File: src/rtl/mem_pkg.sv
// Shared memory-access types: size encodings, lane payload and byte-enable helper.
package mem_pkg;

    localparam int unsigned DATA_W = 32;
    localparam int unsigned BE_W   = 4;

    typedef enum logic [1:0] {
        SZ_BYTE = 2'b00,
        SZ_HALF = 2'b01,
        SZ_WORD = 2'b10,
        SZ_RSVD = 2'b11
    } size_e;

    // One queued write in memory lane order
    typedef struct packed {
        logic [DATA_W-1:0] data;
        logic [BE_W-1:0]   be;
    } lane_wr_t;

    // Byte enables for an access; zero when misaligned or reserved size
    function automatic logic [BE_W-1:0] lane_be(input logic [1:0] size, input logic [1:0] lane);
        logic [BE_W-1:0] be;
        be = '0;
        case (size_e'(size))
            SZ_BYTE: be = 4'b0001 << lane;
            SZ_HALF: if (!lane[0]) be = 4'b0011 << lane;
            SZ_WORD: if (lane == 2'b00) be = 4'b1111;
            default: be = '0;
        endcase
        return be;
    endfunction

endpackage

File: src/rtl/store_buffer_if.sv
// Store, load-check and memory-side signals of the store buffer.
interface store_buffer_if #(
    parameter int unsigned ADDR_W = 32
);
    logic              st_valid;
    logic [ADDR_W-1:0] st_addr;
    logic [31:0]       st_data;
    logic [1:0]        st_size;
    logic              st_ready;
    logic              st_misaligned;

    logic [ADDR_W-1:0] ld_addr;
    logic [1:0]        ld_size;
    logic              ld_hit;
    logic [31:0]       ld_data;
    logic              ld_stall;

    logic              mem_we;
    logic [ADDR_W-1:0] mem_addr;
    logic [31:0]       mem_wdata;
    logic [3:0]        mem_be;
    logic              mem_ready;
    logic              empty;

    // Processor and memory side
    modport master (
        output st_valid, st_addr, st_data, st_size, ld_addr, ld_size, mem_ready,
        input  st_ready, st_misaligned, ld_hit, ld_data, ld_stall,
               mem_we, mem_addr, mem_wdata, mem_be, empty
    );

    // Store buffer side
    modport slave (
        input  st_valid, st_addr, st_data, st_size, ld_addr, ld_size, mem_ready,
        output st_ready, st_misaligned, ld_hit, ld_data, ld_stall,
               mem_we, mem_addr, mem_wdata, mem_be, empty
    );
endinterface

File: src/rtl/store_buffer_fwd.sv
// Youngest-match load forwarding over the queued entries, head to tail.
module store_buffer_fwd
    import mem_pkg::*;
#(
    parameter int unsigned DEPTH = 4,
    parameter int unsigned WA_W  = 30,
    parameter int unsigned PTR_W = 2,
    parameter int unsigned CNT_W = 3
) (
    input  logic [WA_W-1:0]  waddr_i [DEPTH],
    input  lane_wr_t         lane_i  [DEPTH],
    input  logic [PTR_W-1:0] head_i,
    input  logic [CNT_W-1:0] count_i,
    input  logic [WA_W-1:0]  ld_waddr_i,
    input  logic [3:0]       need_i,
    output logic             hit_o,
    output logic             stall_o,
    output logic [31:0]      data_o
);

    logic [3:0]       found;
    logic [3:0]       got;
    logic [31:0]      fwd;
    logic [31:0]      mask;
    logic [PTR_W-1:0] idx;

    // Walk oldest to youngest so later matches overwrite earlier ones
    always_comb begin
        found = '0;
        fwd   = '0;
        mask  = '0;
        idx   = head_i;
        for (int unsigned i = 0; i < DEPTH; i++) begin
            idx = head_i + PTR_W'(i);
            if ((CNT_W'(i) < count_i) && (waddr_i[idx] == ld_waddr_i)) begin
                for (int unsigned b = 0; b < 4; b++) begin
                    if (lane_i[idx].be[b]) begin
                        found[b]      = 1'b1;
                        fwd[8*b +: 8] = lane_i[idx].data[8*b +: 8];
                    end
                end
            end
        end
        for (int unsigned b = 0; b < 4; b++) begin
            mask[8*b +: 8] = {8{need_i[b]}};
        end
        got     = found & need_i;
        hit_o   = (need_i != 4'b0000) && (got == need_i);
        stall_o = (got != 4'b0000) && (got != need_i);
        data_o  = fwd & mask;
    end

endmodule

File: src/rtl/store_buffer.sv
// Store buffer: converts stores to lane writes, queues them, drains to memory in order.
module store_buffer
    import mem_pkg::*;
#(
    parameter int unsigned DEPTH  = 4,
    parameter int unsigned ADDR_W = 32
) (
    input  logic          clk,
    input  logic          reset,
    store_buffer_if.slave sb
);

    localparam int unsigned PTR_W = $clog2(DEPTH);
    localparam int unsigned CNT_W = PTR_W + 1;
    localparam int unsigned WA_W  = ADDR_W - 2;

    logic [WA_W-1:0]  waddr_q [DEPTH];
    lane_wr_t         lane_q  [DEPTH];
    logic [PTR_W-1:0] head_q, head_d;
    logic [PTR_W-1:0] tail_q, tail_d;
    logic [CNT_W-1:0] count_q, count_d;

    logic [3:0]  st_be;
    logic [31:0] st_lanes;
    logic        st_bad;
    logic        full;
    logic        empty_w;
    logic        enq;
    logic        deq;
    logic [3:0]  ld_need;

    // Store conversion into lane-positioned data and byte enables
    always_comb begin
        st_be  = lane_be(sb.st_size, sb.st_addr[1:0]);
        st_bad = (st_be == 4'b0000);
        case (size_e'(sb.st_size))
            SZ_BYTE: st_lanes = {4{sb.st_data[7:0]}};
            SZ_HALF: st_lanes = {2{sb.st_data[15:0]}};
            default: st_lanes = sb.st_data;
        endcase
    end

    assign full    = (count_q == CNT_W'(DEPTH));
    assign empty_w = (count_q == '0);
    assign enq     = sb.st_valid & ~full & ~st_bad;
    assign deq     = ~empty_w & sb.mem_ready;

    // Pointer and occupancy next state
    always_comb begin
        head_d  = head_q;
        tail_d  = tail_q;
        count_d = count_q;
        if (deq) head_d = head_q + PTR_W'(1);
        if (enq) tail_d = tail_q + PTR_W'(1);
        if (enq && !deq) begin
            count_d = count_q + CNT_W'(1);
        end else if (!enq && deq) begin
            count_d = count_q - CNT_W'(1);
        end
    end

    // Pointer and occupancy registers
    always_ff @(posedge clk) begin
        if (reset) begin
            head_q  <= '0;
            tail_q  <= '0;
            count_q <= '0;
        end else begin
            head_q  <= head_d;
            tail_q  <= tail_d;
            count_q <= count_d;
        end
    end

    // Entry storage; only slots between head and tail are ever read
    always_ff @(posedge clk) begin
        if (!reset && enq) begin
            waddr_q[tail_q] <= sb.st_addr[ADDR_W-1:2];
            lane_q[tail_q]  <= '{data: st_lanes, be: st_be};
        end
    end

    assign sb.st_ready     = ~full;
    assign sb.st_misaligned = sb.st_valid & st_bad;
    assign sb.empty        = empty_w;
    assign sb.mem_we       = ~empty_w;
    assign sb.mem_addr     = empty_w ? '0 : {waddr_q[head_q], 2'b00};
    assign sb.mem_wdata    = empty_w ? '0 : lane_q[head_q].data;
    assign sb.mem_be       = empty_w ? '0 : lane_q[head_q].be;

    assign ld_need = lane_be(sb.ld_size, sb.ld_addr[1:0]);

    store_buffer_fwd #(
        .DEPTH (DEPTH),
        .WA_W  (WA_W),
        .PTR_W (PTR_W),
        .CNT_W (CNT_W)
    ) u_fwd (
        .waddr_i    (waddr_q),
        .lane_i     (lane_q),
        .head_i     (head_q),
        .count_i    (count_q),
        .ld_waddr_i (sb.ld_addr[ADDR_W-1:2]),
        .need_i     (ld_need),
        .hit_o      (sb.ld_hit),
        .stall_o    (sb.ld_stall),
        .data_o     (sb.ld_data)
    );

endmodule

File: src/flat_wrapper.sv
// flat-port wrapper written by rule: the top's interface ports become plain ports
module store_buffer_flat import mem_pkg::*;
#(
    parameter int unsigned DEPTH  = 4,
    parameter int unsigned ADDR_W = 32
)
  (clk, reset, sb_st_valid, sb_st_addr, sb_st_data, sb_st_size, sb_ld_addr, sb_ld_size, sb_mem_ready, sb_st_ready, sb_st_misaligned, sb_ld_hit, sb_ld_data, sb_ld_stall, sb_mem_we, sb_mem_addr, sb_mem_wdata, sb_mem_be, sb_empty);
  store_buffer_if #(.ADDR_W(ADDR_W)) sb_i ();
  input  logic clk;
  input  logic reset;
  input wire logic [$bits(sb_i.st_valid)-1:0] sb_st_valid;
  input wire logic [$bits(sb_i.st_addr)-1:0] sb_st_addr;
  input wire logic [$bits(sb_i.st_data)-1:0] sb_st_data;
  input wire logic [$bits(sb_i.st_size)-1:0] sb_st_size;
  input wire logic [$bits(sb_i.ld_addr)-1:0] sb_ld_addr;
  input wire logic [$bits(sb_i.ld_size)-1:0] sb_ld_size;
  input wire logic [$bits(sb_i.mem_ready)-1:0] sb_mem_ready;
  output wire logic [$bits(sb_i.st_ready)-1:0] sb_st_ready;
  output wire logic [$bits(sb_i.st_misaligned)-1:0] sb_st_misaligned;
  output wire logic [$bits(sb_i.ld_hit)-1:0] sb_ld_hit;
  output wire logic [$bits(sb_i.ld_data)-1:0] sb_ld_data;
  output wire logic [$bits(sb_i.ld_stall)-1:0] sb_ld_stall;
  output wire logic [$bits(sb_i.mem_we)-1:0] sb_mem_we;
  output wire logic [$bits(sb_i.mem_addr)-1:0] sb_mem_addr;
  output wire logic [$bits(sb_i.mem_wdata)-1:0] sb_mem_wdata;
  output wire logic [$bits(sb_i.mem_be)-1:0] sb_mem_be;
  output wire logic [$bits(sb_i.empty)-1:0] sb_empty;
  assign sb_i.st_valid = sb_st_valid;
  assign sb_i.st_addr = sb_st_addr;
  assign sb_i.st_data = sb_st_data;
  assign sb_i.st_size = sb_st_size;
  assign sb_i.ld_addr = sb_ld_addr;
  assign sb_i.ld_size = sb_ld_size;
  assign sb_i.mem_ready = sb_mem_ready;
  assign sb_st_ready = sb_i.st_ready;
  assign sb_st_misaligned = sb_i.st_misaligned;
  assign sb_ld_hit = sb_i.ld_hit;
  assign sb_ld_data = sb_i.ld_data;
  assign sb_ld_stall = sb_i.ld_stall;
  assign sb_mem_we = sb_i.mem_we;
  assign sb_mem_addr = sb_i.mem_addr;
  assign sb_mem_wdata = sb_i.mem_wdata;
  assign sb_mem_be = sb_i.mem_be;
  assign sb_empty = sb_i.empty;
  store_buffer #(.DEPTH(DEPTH), .ADDR_W(ADDR_W)) u_core (.clk(clk), .reset(reset), .sb(sb_i));
endmodule
File: config.mk
export PLATFORM = sky130hd
export DESIGN_NAME = store_buffer_flat
export DESIGN_NICKNAME = d
export VERILOG_FILES = /design/src/rtl/mem_pkg.sv /design/src/rtl/store_buffer_if.sv /design/src/rtl/store_buffer_fwd.sv /design/src/rtl/store_buffer.sv /design/src/flat_wrapper.sv
export SDC_FILE = /design/constraint.sdc
export NUM_CORES = 1
export LEC_CHECK = 0
export ABC_CLOCK_PERIOD_IN_PS = 16650
export CORE_MARGIN = 3
export CORE_UTILIZATION = 30
export CTS_CLUSTER_DIAMETER = 100
export CTS_CLUSTER_SIZE = 14
export DETAILED_ROUTE_END_ITERATION = 16
export SLEW_MARGIN = 0
export SYNTH_ARGS = -nofsm -noshare
export SYNTH_HDL_FRONTEND = slang
export SYNTH_HIERARCHICAL = 1
export SYNTH_SLANG_ARGS = --single-unit
File: constraint.sdc
create_clock -name clk -period 16.65 [get_ports clk]
set_input_delay 2.4975 -clock clk [delete_from_list [all_inputs] [get_ports clk]]
set_output_delay 2.4975 -clock clk [all_outputs]
set_load 0.05 [all_outputs]
==> reports/qor.yml <==
wl_met3_um: 3265
hpwlAfterDp_um: 44550
cts_setup_buffers: 0
r2r_start: "u_core/count_q[2]$_SDFFE_PP0P_"
tightestPinTransition_ns: 1.201
min_period_ns: 9.965
synth_top_area_share_pct: 41.32
n_fill_cell: 6045
r2r_slack_ns: 14.10
grt_usage_pct: 18.28
core_sq_um: 63200
hold_viol: 0
r2r_end: "u_core/count_q[2]$_SDFFE_PP0P_"
die_width_um: 258.9
power_density_nw_per_um2: 137.3
wl_met1_um: 27780
cp-endpoint: "sb_ld_hit"
clock_path_buffers: 3
root_buffer: "clkbuf_16"
port_buffers: 207
grt_pass1_wl_um: 93750
status: "complete, no violations"
synthFlopType: "edfxtp_1"
first_pass_iters: 5
irDropWorstVdd_uv: 81.25
ant_nets: 0
syn_area_sq_um: 19190
top_layer: "met5"
area_growth_pct: 16.58
synth_edf_count: 264
worstPathMaxFanout: 19
yosys-top-cells-count: "264 x edfxtp_1, 248 x mux2i_1, 86 x mux4_2, 82 x o221ai_1"
clock_sinks: 271
cts_hold_buffers: 0
wire_per_inst_um: 25.44
max_cap_violations: 0
crit_path_end_kind: "output port"
yosysTopAreaCell: "edfxtp_1"
io_pins: 210
p_leak_nw: 6.490
period_share_pct: 59.85
multi_input_area_sq_um: 10270
setup_viol: 0
tritoncts: "done"
drive_gt1_share_pct: 14.00
fmax_mhz: 100.4
seqCellArea_sq_um: 8075
synth_most_common_cell: "edfxtp_1"
drv_slew: 0
fp-row-count: 92
vias: 14439
start_kind: "input port"
drtIter0Drc: 1197
relSlewSlack_pct: 19.96
synth_seq_cells: 271
cts_buffers: 23
rsz0062_at_grt: "false"
drt-total-wl_um: 63700
gp_congestion: 0.8815
die_area_sq_um: 67020
syn_inst: 1527
skew_ns: 0.02702
grt_pass1_vias: 14350
netlist_top_cells_area: "edfxtp_1 41%, mux2i_1 13%, mux4_2 10%, mux2_2 3.8%, o221ai_1 3.7%"
clk_latency_ns: 0.56
hp-start: "u_core/tail_q[1]$_SDFFE_PP0P_"
final_cells: 2504
seq_area_frac_synth_pct: 42.05
clkSlewWorstSetupHoldPaths_ns: 0.06
yosysWarnings: 6
die_h_um: 258.9
hp-class: "flop to flop"
grt_max_degree: 98
cp.required_ns: 14.15
reg2reg_depth: 9
synth_cell_types: 85
avgSynthCellArea_sq_um: 12.56
nets: 1751
viasPerCell: 5.766
start_util_pct: 30.36
final_core_util_pct: 35.39
dp_cells: 2462
htreeDepth: 1
critical_path_class: "input port to output port"
route.detailed.drc: 0
gr-total-overflow: 0
async_flop_share_pct: 0
crit_path_start: "sb_ld_addr[2]"
critPathArrivalTime_ns: 7.47
wl_met2_um: 31350
setup-tns-final_ns: 0
post_cts_resized: 0
antenna_found_initial: 5
-- placed cells by master, fill, tap and decap left out, drive strengths merged, types with 46 or more instances in the layout --
cell type / instances
nor2: 58
mux2: 66
clkdlybuf4s50: 207
edfxtp: 264
mux4: 86
o221ai: 85
xor2: 46
xnor2: 72
mux2i: 249
and2: 72
-- sequential cells by signal (all words and copies together), names as in the netlist --
signal	count
u_core/waddr_q	120
u_core/count_q	3
u_core/tail_q	2
u_core/lane_q	144
u_core/head_q	2
-- worst min path at each step --
stage                     slack [ns]                             to  cells after the start
after floorplan                 0.48  u_core/tail_q[1]$_SDFFE_PP0P_                      2
after global placement          0.50  u_core/tail_q[1]$_SDFFE_PP0P_                      2
after detailed placement        0.51  u_core/tail_q[1]$_SDFFE_PP0P_                      2
after CTS                       0.52  u_core/tail_q[1]$_SDFFE_PP0P_                      2
after global routing            0.54  u_core/tail_q[1]$_SDFFE_PP0P_                      2
final                           0.52  u_core/tail_q[1]$_SDFFE_PP0P_                      2
-- kinds of logic after synthesis --
kind of cell	share of synthesized area [%]
compound gates	12.68
xor+xnor	5.387
fa+ha+maj	0.4304
buf+inv	4.532
flops	42.05
mux	27.00
other cells	0.01955
simple gates	7.898
-- routing by layer --
metal / GRT usage (%) / vias to the layer above
li1: - / 6387
met1: 24.45 / 7469
met2: 31.59 / 494
met3: 2.458 / 83
met4: 3.883 / 6
met5: 0 / -
-- per-stage QoR --
stage	power (W)	setup WS [ns]	hold slack (ns)	instance area, sq um
2_1_floorplan	0.002072	8.013	0.4807	19190
3_3_place_gp	0.002565	6.430	0.5000	21720
3_5_place_dp	0.002577	6.684	0.5126	21720
4_1_cts	0.003093	6.655	0.5240	22370
5_1_grt	0.003204	6.459	0.5387	22370
6_report	0.003071	6.685	0.5230	22370
-- where the power goes --
group / total [W] / switching (W) / internal (W)
Clock: 0.000508 / 0.000249 / 0.000259
Sequential: 0.000832 / 0.0000580 / 0.000774
Combinational: 0.00173 / 0.00108 / 0.000651
Total: 0.00307 / 0.00139 / 0.00168
-- worst max-delay path: stages --
cell	delay [ns]
clkdlybuf4s50_1	0.58
xnor2_1	0.33
nand4_1	0.14
a2111oi_1	0.98
and3_1	0.35
nand3_1	0.57
o211ai_1	0.35
o22ai_1	0.17
or3_1	0.41
a21oi_1	0.22
clkdlybuf4s50_1	0.85
-- area by class of cell --
type / count / share of cell area, %
well taps: 846 / 4.732
repair buffers: 230 / 10.09
flip-flops and latches: 271 / 36.10
multi-input cells: 1102 / 45.94
clock buffers: 39 / 2.842
clock inverters: 2 / 0.05594
inverters: 13 / 0.2293
diodes: 1 / 0.01119
(Power assumes the default switching activity.)
